## config.mk

```make
export PLATFORM = sky130hd
export DESIGN_NAME = pwm_decoder
export DESIGN_NICKNAME = d
export VERILOG_FILES = /design/src/rtl/pwm_decoder.sv
export SDC_FILE = /design/constraint.sdc
export NUM_CORES = 1
export LEC_CHECK = 0
export ABC_AREA = 1
export BUFFER_PORTS_ARGS = -buffer_cell sky130_fd_sc_hd__buf_2
export CORE_MARGIN = 2
export CORE_UTILIZATION = 30
export DETAILED_ROUTE_END_ITERATION = 10
export SYNTH_ARGS = -nofsm -noshare
export SYNTH_HDL_FRONTEND = slang
export SYNTH_SLANG_ARGS = --single-unit
```

## constraint.sdc

```tcl
create_clock -name clk -period 2.3 [get_ports clk]
set_input_delay 0.115 -clock clk [delete_from_list [all_inputs] [get_ports clk]]
set_output_delay 0.115 -clock clk [all_outputs]
set_load 0.05 [all_outputs]
```

## src/rtl/pwm_decoder.sv

```systemverilog
// PWM receiver: synchronizes and deglitches an asynchronous comparator PWM, then measures
// high time and rising-edge-to-rising-edge period, with stuck-input detection.
module pwm_decoder #(
    parameter int W           = 8,
    parameter int SYNC_STAGES = 2,
    parameter int FILT        = 2
) (
    input  logic         clk,
    input  logic         reset,
    input  logic         en,
    input  logic         pwm_in,
    output logic [W-1:0] code,
    output logic [W:0]   period,
    output logic         valid,
    output logic         sat,
    output logic         stuck_hi,
    output logic         stuck_lo,
    output logic [1:0]   state_dbg
);
    // valid is a one-cycle strobe with no back-pressure: code/period/sat are stable from
    // the valid cycle until the next valid, and the consumer must take them when valid=1.
    localparam int       FW       = (FILT < 2) ? 1 : $clog2(FILT + 1);
    localparam logic [W:0] PER_MAX  = '1;
    localparam logic [W:0] CODE_MAX = {1'b0, {W{1'b1}}};
    localparam logic [W:0] ONE      = {{W{1'b0}}, 1'b1};
    localparam logic [FW-1:0] FILT_LAST = FW'(FILT - 1);
    localparam logic [FW-1:0] FONE      = {{(FW-1){1'b0}}, 1'b1};

    typedef enum logic [1:0] {
        IDLE = 2'd0,
        ARM  = 2'd1,
        MEAS = 2'd2
    } state_t;

    state_t                 state;
    logic [SYNC_STAGES-1:0] sync_q;
    logic [FW-1:0]          filt_cnt;
    logic                   filtered;
    logic                   filt_d;
    logic [W:0]             per_cnt;
    logic [W:0]             hi_cnt;
    logic                   sample;
    logic                   rise;

    assign sample    = sync_q[SYNC_STAGES-1];
    assign rise      = filtered & ~filt_d;
    assign state_dbg = state;

    // Both edges need FILT agreeing samples, so high and low phases see the same delay.
    always_ff @(posedge clk or negedge reset) begin
        if (!reset) begin
            sync_q   <= '0;
            filt_cnt <= '0;
            filtered <= 1'b0;
            filt_d   <= 1'b0;
        end else begin
            sync_q <= {sync_q[SYNC_STAGES-2:0], pwm_in};
            filt_d <= filtered;
            if (sample != filtered) begin
                if (filt_cnt == FILT_LAST) begin
                    filtered <= ~filtered;
                    filt_cnt <= '0;
                end else begin
                    filt_cnt <= filt_cnt + FONE;
                end
            end else begin
                filt_cnt <= '0;
            end
        end
    end

    always_ff @(posedge clk or negedge reset) begin
        if (!reset) begin
            state    <= IDLE;
            per_cnt  <= '0;
            hi_cnt   <= '0;
            code     <= '0;
            period   <= '0;
            valid    <= 1'b0;
            sat      <= 1'b0;
            stuck_hi <= 1'b0;
            stuck_lo <= 1'b0;
        end else begin
            valid <= 1'b0;
            if (!en) begin
                state   <= IDLE;
                per_cnt <= '0;
                hi_cnt  <= '0;
            end else begin
                case (state)
                    IDLE: begin
                        state   <= ARM;
                        per_cnt <= '0;
                        hi_cnt  <= '0;
                    end
                    ARM: begin
                        if (rise) begin
                            state   <= MEAS;
                            per_cnt <= ONE;
                            hi_cnt  <= ONE;
                        end else if (per_cnt == PER_MAX) begin
                            stuck_hi <= filtered;
                            stuck_lo <= ~filtered;
                            per_cnt  <= '0;
                            hi_cnt   <= '0;
                        end else begin
                            per_cnt <= per_cnt + ONE;
                        end
                    end
                    MEAS: begin
                        // A rise on the timeout cycle still closes a valid period.
                        if (rise) begin
                            period   <= per_cnt;
                            code     <= (hi_cnt > CODE_MAX) ? '1 : hi_cnt[W-1:0];
                            sat      <= (hi_cnt > CODE_MAX);
                            valid    <= 1'b1;
                            stuck_hi <= 1'b0;
                            stuck_lo <= 1'b0;
                            per_cnt  <= ONE;
                            hi_cnt   <= ONE;
                        end else if (per_cnt == PER_MAX) begin
                            stuck_hi <= filtered;
                            stuck_lo <= ~filtered;
                            state    <= ARM;
                            per_cnt  <= '0;
                            hi_cnt   <= '0;
                        end else begin
                            per_cnt <= per_cnt + ONE;
                            hi_cnt  <= hi_cnt + {{W{1'b0}}, filtered};
                        end
                    end
                    default: begin
                        state   <= IDLE;
                        per_cnt <= '0;
                        hi_cnt  <= '0;
                    end
                endcase
            end
        end
    end
endmodule

```

==> impl_metrics.env, run 1 <==
export IMPL_core_region_area_um2=7331
export IMPL_synthesis_nets=278
export IMPL_ys_seq_area_frac=0.5145
export IMPL_startpoint="per_cnt[1]"
export IMPL_clkPwrFrac=0.277
export IMPL_routed_wl_um=4099
export IMPL_ioPinCount=27
export IMPL_fin_crit_sh=0.8875
export IMPL_portBuffers=26
export IMPL_start_util=0.3118
export IMPL_reg2reg_from="per_cnt[1]"
export IMPL_place_congestion=0.7897
export IMPL_cts_buffers=5
export IMPL_setup_viol=0
export IMPL_nets=309
export IMPL_fmax_mhz=489.9
export IMPL_power_density_nw_per_um2=818.3
export IMPL_drv_slew=0
export IMPL_grt_ovfl_total=0
export IMPL_critPathArrivalTime_ns=2.28
export IMPL_grt_pass1_wl_um=7355
export IMPL_rrSetupSlack_ns=0.26
export IMPL_status="finished, final reports clean"
export IMPL_drt_iter0_markers=69
export IMPL_dp_hpwl_um=3048
export IMPL_max_slew_margin_rel=0.7302
export IMPL_grt_pass1_vias=1635
export IMPL_routed_via_count=1710
export IMPL_cellLeakagePower_nw=1.332
export IMPL_antenna_found_initial=0
export IMPL_crit_fanout=11
export IMPL_switching_share=0.3587
export IMPL_skew_ns=0.005303
export IMPL_clk_pin_slew_worst_paths_ns=0.09
export IMPL_clk_path_buf_depth=2
export IMPL_endpoint_kind="register"
export IMPL_syn_avg_cell_area_um2=8.562
export IMPL_cts_tree="done"
export IMPL_grt_setup_unrepaired="false"
export IMPL_placementRows=31
export IMPL_detail_route_vias_per_cell=4.296
export IMPL_grt_use_total=0.1083
export IMPL_hp_class="in2reg"
export IMPL_cts_root_buffer="clkbuf_8"
export IMPL_worstPathCellList="ha_1, nand3_1, nor2_1, nand3_1, nor2_1, ha_4, nor2_1, nand3_2, inv_1, nor2_1, nand2_1, nand2_1"
export IMPL_worst_pin_slew_ns=0.4047
export IMPL_use_met3=0.02241
export IMPL_area_delta_synth_final_pct=15.60
export IMPL_seq_power_share=0.451
export IMPL_clk_latency_ns=0.30
export IMPL_yosysWarnings=0
export IMPL_final_layout_size_suffix_gt1_frac=0.2007
export IMPL_hold_viol=0
export IMPL_worstPathRequired_ns=2.54
export IMPL_dieHeight_um=91.29
export IMPL_cts_sinks=47
export IMPL_grt_use_met1=0.1462
export IMPL_busiest_layer="met2"
export IMPL_fillers=761
export IMPL_min_delay_start="en"
export IMPL_power_switching_mw=0.7757
export IMPL_cts_htree_levels=2
export IMPL_vdd_drop_max_v=0.0004700
export IMPL_drc=0
export IMPL_synth_distinct_cells=25
export IMPL_drtPass1Iterations=4
export IMPL_netlist_area_um2=2286
export IMPL_wire_per_inst_um=10.30
export IMPL_syn_inst=267
export IMPL_slowest_stage="dfrtp_1"
export IMPL_maxCapViolCount=0
export IMPL_antenna_left=0
export IMPL_design_area_um2=2643
export IMPL_layout_commonest_cell="nand2_1"
export IMPL_layout_common_cells="78 x nand2_1, 47 x dfrtp_1, 33 x inv_1"
export IMPL_p_int_mw=1.387
export IMPL_period_needed_ns=2.041
export IMPL_die_area_um2=8334
export IMPL_critPathMostFrequentCell="nor2_1"
export IMPL_combPwrFrac=0.272
export IMPL_place_area_um2=2497
export IMPL_synth_seq_cells=47
export IMPL_grt_max_degree=34
export IMPL_die_w_um=91.29
export IMPL_crit_type="reg2reg"
export IMPL_fin_tns_setup_ns=0
export IMPL_cp_start_kind="register"
export IMPL_met2_usage=0.1691
export IMPL_diodes=0
export IMPL_slowest_delay_ns=0.39
==> kinds of logic after synthesis <==
family                   after synthesis  synth area share
adder cells (fa/ha/maj)                7           0.03831
buffers and inverters                 42           0.08429
XOR/XNOR                               2          0.007664
flip-flops                            47            0.5145
AND/OR/NAND/NOR                      133            0.2507
AO/OA/AOI/OAI                         36            0.1045
==> critical path: cells and delay by family, from the launching register on <==
| family | cells | cell delay (ns) |
|---|---|---|
| simple gates | 9 | 1.04 |
| flops | 1 | 0.39 |
| fa+ha+maj | 2 | 0.40 |
| buf+inv | 1 | 0.16 |
==> synthesized netlist by cell type (all sizes together) <==
library cell	count	share of area
nand2	79	0.13
nand4	2	0.0055
buf	6	0.025
nor3	3	0.0066
xnor2	2	0.0077
a21boi	1	0.0033
o21ai	26	0.078
ha	7	0.038
dfrtp	47	0.51
o211ai	1	0.0055
nand3	16	0.043
nor2	32	0.060
a21oi	8	0.018
and2	1	0.0027
inv	36	0.059
==> area by class of cell <==
type                       instances  area, um2  area share
sequential                        47       1176      0.4451
multi-input combinational        178      929.6      0.3518
timing repair buffer              30      165.2     0.06250
inverter                          36      135.1     0.05114
tap                               99      123.9     0.04688
clock buffer                       5      68.82     0.02604
clock inverter                     3      43.79     0.01657
==> timing repair <==
action | in CTS | in global routing
setup buffers | 0 | 0
resized for setup | 0 | 2
hold endpoints to repair | 15 | 0
hold buffers | 2 | 0
endpoints found under the setup margin | 0 | 8
==> per-layer routing <==
metal | share of wire | wire length (um)
met1 | 0.52 | 2115
met2 | 0.42 | 1707
met3 | 0.051 | 210
met4 | 0.016 | 65
met5 | 0 | 0
==> power groups by stage <==
stage / logic (mW) / registers [mW] / clock network (mW)
3_3_place_gp: 0.585 / 0.988 / 0
2_1_floorplan: 0.362 / 1.10 / 0
4_1_cts: 0.595 / 0.977 / 0.627
6_report: 0.587 / 0.976 / 0.599
5_1_grt: 0.670 / 0.987 / 0.664
3_5_place_dp: 0.590 / 0.993 / 0
==> final timing paths <==
path,endpoint,cells past startpoint
min,state_dbg[1],3
max,hi_cnt[1],12
min in group asynchronous,state_dbg[0],2
min reg2reg,sync_q[1],0
max in group asynchronous,hi_cnt[1],3
max reg2reg,hi_cnt[1],12
==> through the flow <==
stage / worst slack [ns] / hold slack [ns] / utilization / cells / power, mW
final: 0.2587 / 0.1666 / 0.3605 / 398 / 2.162
after global routing: 0.01311 / 0.1706 / 0.3605 / 398 / 2.320
after global placement: 0.2506 / 0.04765 / 0.3407 / 388 / 1.573
after CTS: 0.1620 / 0.1532 / 0.3588 / 398 / 2.199
after floorplan: 0.5003 / -0.1806 / - / 267 / 1.458
after detailed placement: 0.1954 / 0.05719 / 0.3407 / 388 / 1.583
==> flip-flops by register name, summed over array words and instances (netlist names) <==
register   count
sat            1
period         9
hi_cnt         9
filt_d         1
stuck_lo       1
stuck_hi       1
code           8
sync_q         2
per_cnt        9
filt_cnt       2
state_dbg      2
valid          1
filtered       1
Power figures use the tool's default switching activity.
==> inputs of run 2 (changes only) <==
- CORE_ASPECT_RATIO: not set -> 0.5
==> run 2 against run 1 <==
Net effect: sequential power is 0.7% higher; first-iteration DRC count increased by 97%; utilization rose by 0.40 points; hold slack better by 0.030 ns; clock skew up 0.0022 ns; highest routed layer unchanged; sequential cell count unchanged; register-to-register slack lost 0.03 ns.
==> impl_metrics.env, run 2 (same netlist as run 1, synthesis figures left out) <==
export IMPL_start_util=0.3110
export IMPL_wire_per_inst_um=12.01
export IMPL_clk_latency_ns=0.29
export IMPL_core_region_area_um2=7350
export IMPL_layout_common_cells="78 x nand2_1, 47 x dfrtp_1, 32 x inv_1"
export IMPL_critPathArrivalTime_ns=2.25
export IMPL_drc=0
export IMPL_routed_wl_um=4742
export IMPL_slowest_stage="dfrtp_1"
export IMPL_cts_sinks=47
export IMPL_fin_crit_sh=0.9025
export IMPL_skew_ns=0.007475
export IMPL_nets=309
export IMPL_grt_pass1_vias=1742
export IMPL_hold_viol=0
export IMPL_detail_route_vias_per_cell=4.554
export IMPL_clk_pin_slew_worst_paths_ns=0.07
export IMPL_largest_registers="hi_cnt: 9 flops, per_cnt: 9 flops, period: 9 flops"
export IMPL_routed_via_count=1799
export IMPL_drv_slew=0
export IMPL_crit_fanout=6
export IMPL_slowest_delay_ns=0.39
export IMPL_crit_type="reg2reg"
export IMPL_dp_hpwl_um=3391
export IMPL_fin_tns_setup_ns=0
export IMPL_die_w_um=127.5
export IMPL_worstPathRequired_ns=2.47
export IMPL_grt_pass1_wl_um=8224
export IMPL_fmax_mhz=481.8
export IMPL_max_slew_margin_rel=0.6258
export IMPL_maxCapViolCount=0
export IMPL_endpoint_kind="register"
export IMPL_layout_commonest_cell="nand2_1"
export IMPL_worstPathCellList="ha_1, nand3_1, nor2_1, nand3_1, nor2_1, ha_2, inv_1, nand3_1, nand3_1, nand2_1, o21ai_0"
export IMPL_cpLargestDelayFamily="simple AND/OR/NAND/NOR gates"
export IMPL_place_congestion=0.9069
export IMPL_antenna_found_initial=0
export IMPL_diodes=0
export IMPL_antenna_left=0
export IMPL_status="finished, final reports clean"
export IMPL_grt_max_degree=25
export IMPL_cp_start_kind="register"
export IMPL_grt_use_total=0.1244
export IMPL_cts_setup_buffers=0
export IMPL_hp_class="in2reg"
export IMPL_critPathMostFrequentCell="nand3_1"
export IMPL_power_density_nw_per_um2=879.3
export IMPL_design_area_um2=2679
export IMPL_worst_pin_slew_ns=0.5614
export IMPL_cts_root_buffer="clkbuf_16"
export IMPL_cts_htree_levels=2
export IMPL_vdd_drop_max_v=0.0003346
export IMPL_fin_util=0.3645
export IMPL_path_buf_inv=1
export IMPL_area_delta_synth_final_pct=17.19
export IMPL_final_layout_size_suffix_gt1_frac=0.2040
export IMPL_setup_viol=0
export IMPL_portBuffers=26
export IMPL_place_area_um2=2494
export IMPL_grt_ovfl_total=0
export IMPL_cts_buffers=5
export IMPL_drt_iter0_markers=136
export IMPL_placementRows=22
export IMPL_dieHeight_um=65.73
export IMPL_die_area_um2=8377
export IMPL_drtPass1Iterations=4
export IMPL_period_needed_ns=2.076
export IMPL_clk_path_buf_depth=2
export IMPL_cellLeakagePower_nw=1.345
export IMPL_cts_tree="done"
export IMPL_ioPinCount=27
export IMPL_grt_setup_unrepaired="false"
==> run 2: changes by cell type in the layout (fill, tap and decap cells not counted), sizes merged <==
cell      previous run  this run
clkbuf               5         6
clkinvlp             0         1
bufinv               1         0
clkinv               2         1
==> run 2: worst min-delay path, cell delays in order <==
cell and delay, ns:
buf_2 0.18, nand2_1 0.08, o21ai_0 0.07
==> run 2: worst paths after layout <==
check | from | endpoint | slack [ns] | cells past startpoint
worst max-delay path | per_cnt[0] | state_dbg[0] | 0.22 | 11
min in group asynchronous | reset | code[5] | 0.35 | 2
worst max register to register | per_cnt[0] | state_dbg[0] | 0.22 | 11
worst min register to register | sync_q[0] | sync_q[1] | 0.35 | 0
max in group asynchronous | reset | hi_cnt[4] | 1.23 | 3
worst min-delay path | en | state_dbg[1] | 0.20 | 3
==> run 2: area by class of cell <==
type / instances / area [um2]
clock buffer: 6 / 138.9
clock inverter: 2 / 16.27
fill: 714 / 4671
inverter: 36 / 135.1
multi-input combinational: 178 / 927.1
sequential: 47 / 1176
tap: 96 / 120.1
timing repair buffer: 30 / 165.2
==> run 2: timing repair <==
| item | CTS | global route |
|---|---|---|
| gates resized for setup | 0 | 3 |
| endpoints found under the hold margin | 24 | 0 |
| hold buffers | 2 | 0 |
| setup endpoints to repair | 0 | 11 |
==> run 2: report_power, final <==
group	leakage (nW)	switching [mW]	internal, mW
combinational	0.635	0.450	0.166
clock	0.0731	0.322	0.435
sequential	0.637	0.0827	0.901
==> run 2: stage by stage <==
stage | worst slack, ns | hold WS [ns] | instances | total power, mW
6_report | 0.2243 | 0.1969 | 395 | 2.355
3_3_place_gp | 0.2769 | 0.1213 | 385 | 1.569
3_5_place_dp | 0.1635 | 0.1365 | 385 | 1.593
4_1_cts | 0.09188 | 0.1800 | 395 | 2.358
5_1_grt | 0.002893 | 0.2194 | 395 | 2.495
2_1_floorplan | 0.5003 | -0.1806 | 267 | 1.458
==> run 2: per-layer routing <==
| layer | GRT usage | vias to the layer above | part of all wire | wire length (um) |
|---|---|---|---|---|
| li1 | - | 897 | - | - |
| met1 | 0.1634 | 855 | 0.49 | 2340 |
| met2 | 0.1972 | 40 | 0.44 | 2071 |
| met3 | 0.03583 | 7 | 0.054 | 258 |
| met4 | 0.04533 | 0 | 0.015 | 72 |
| met5 | 0 | - | 0 | 0 |
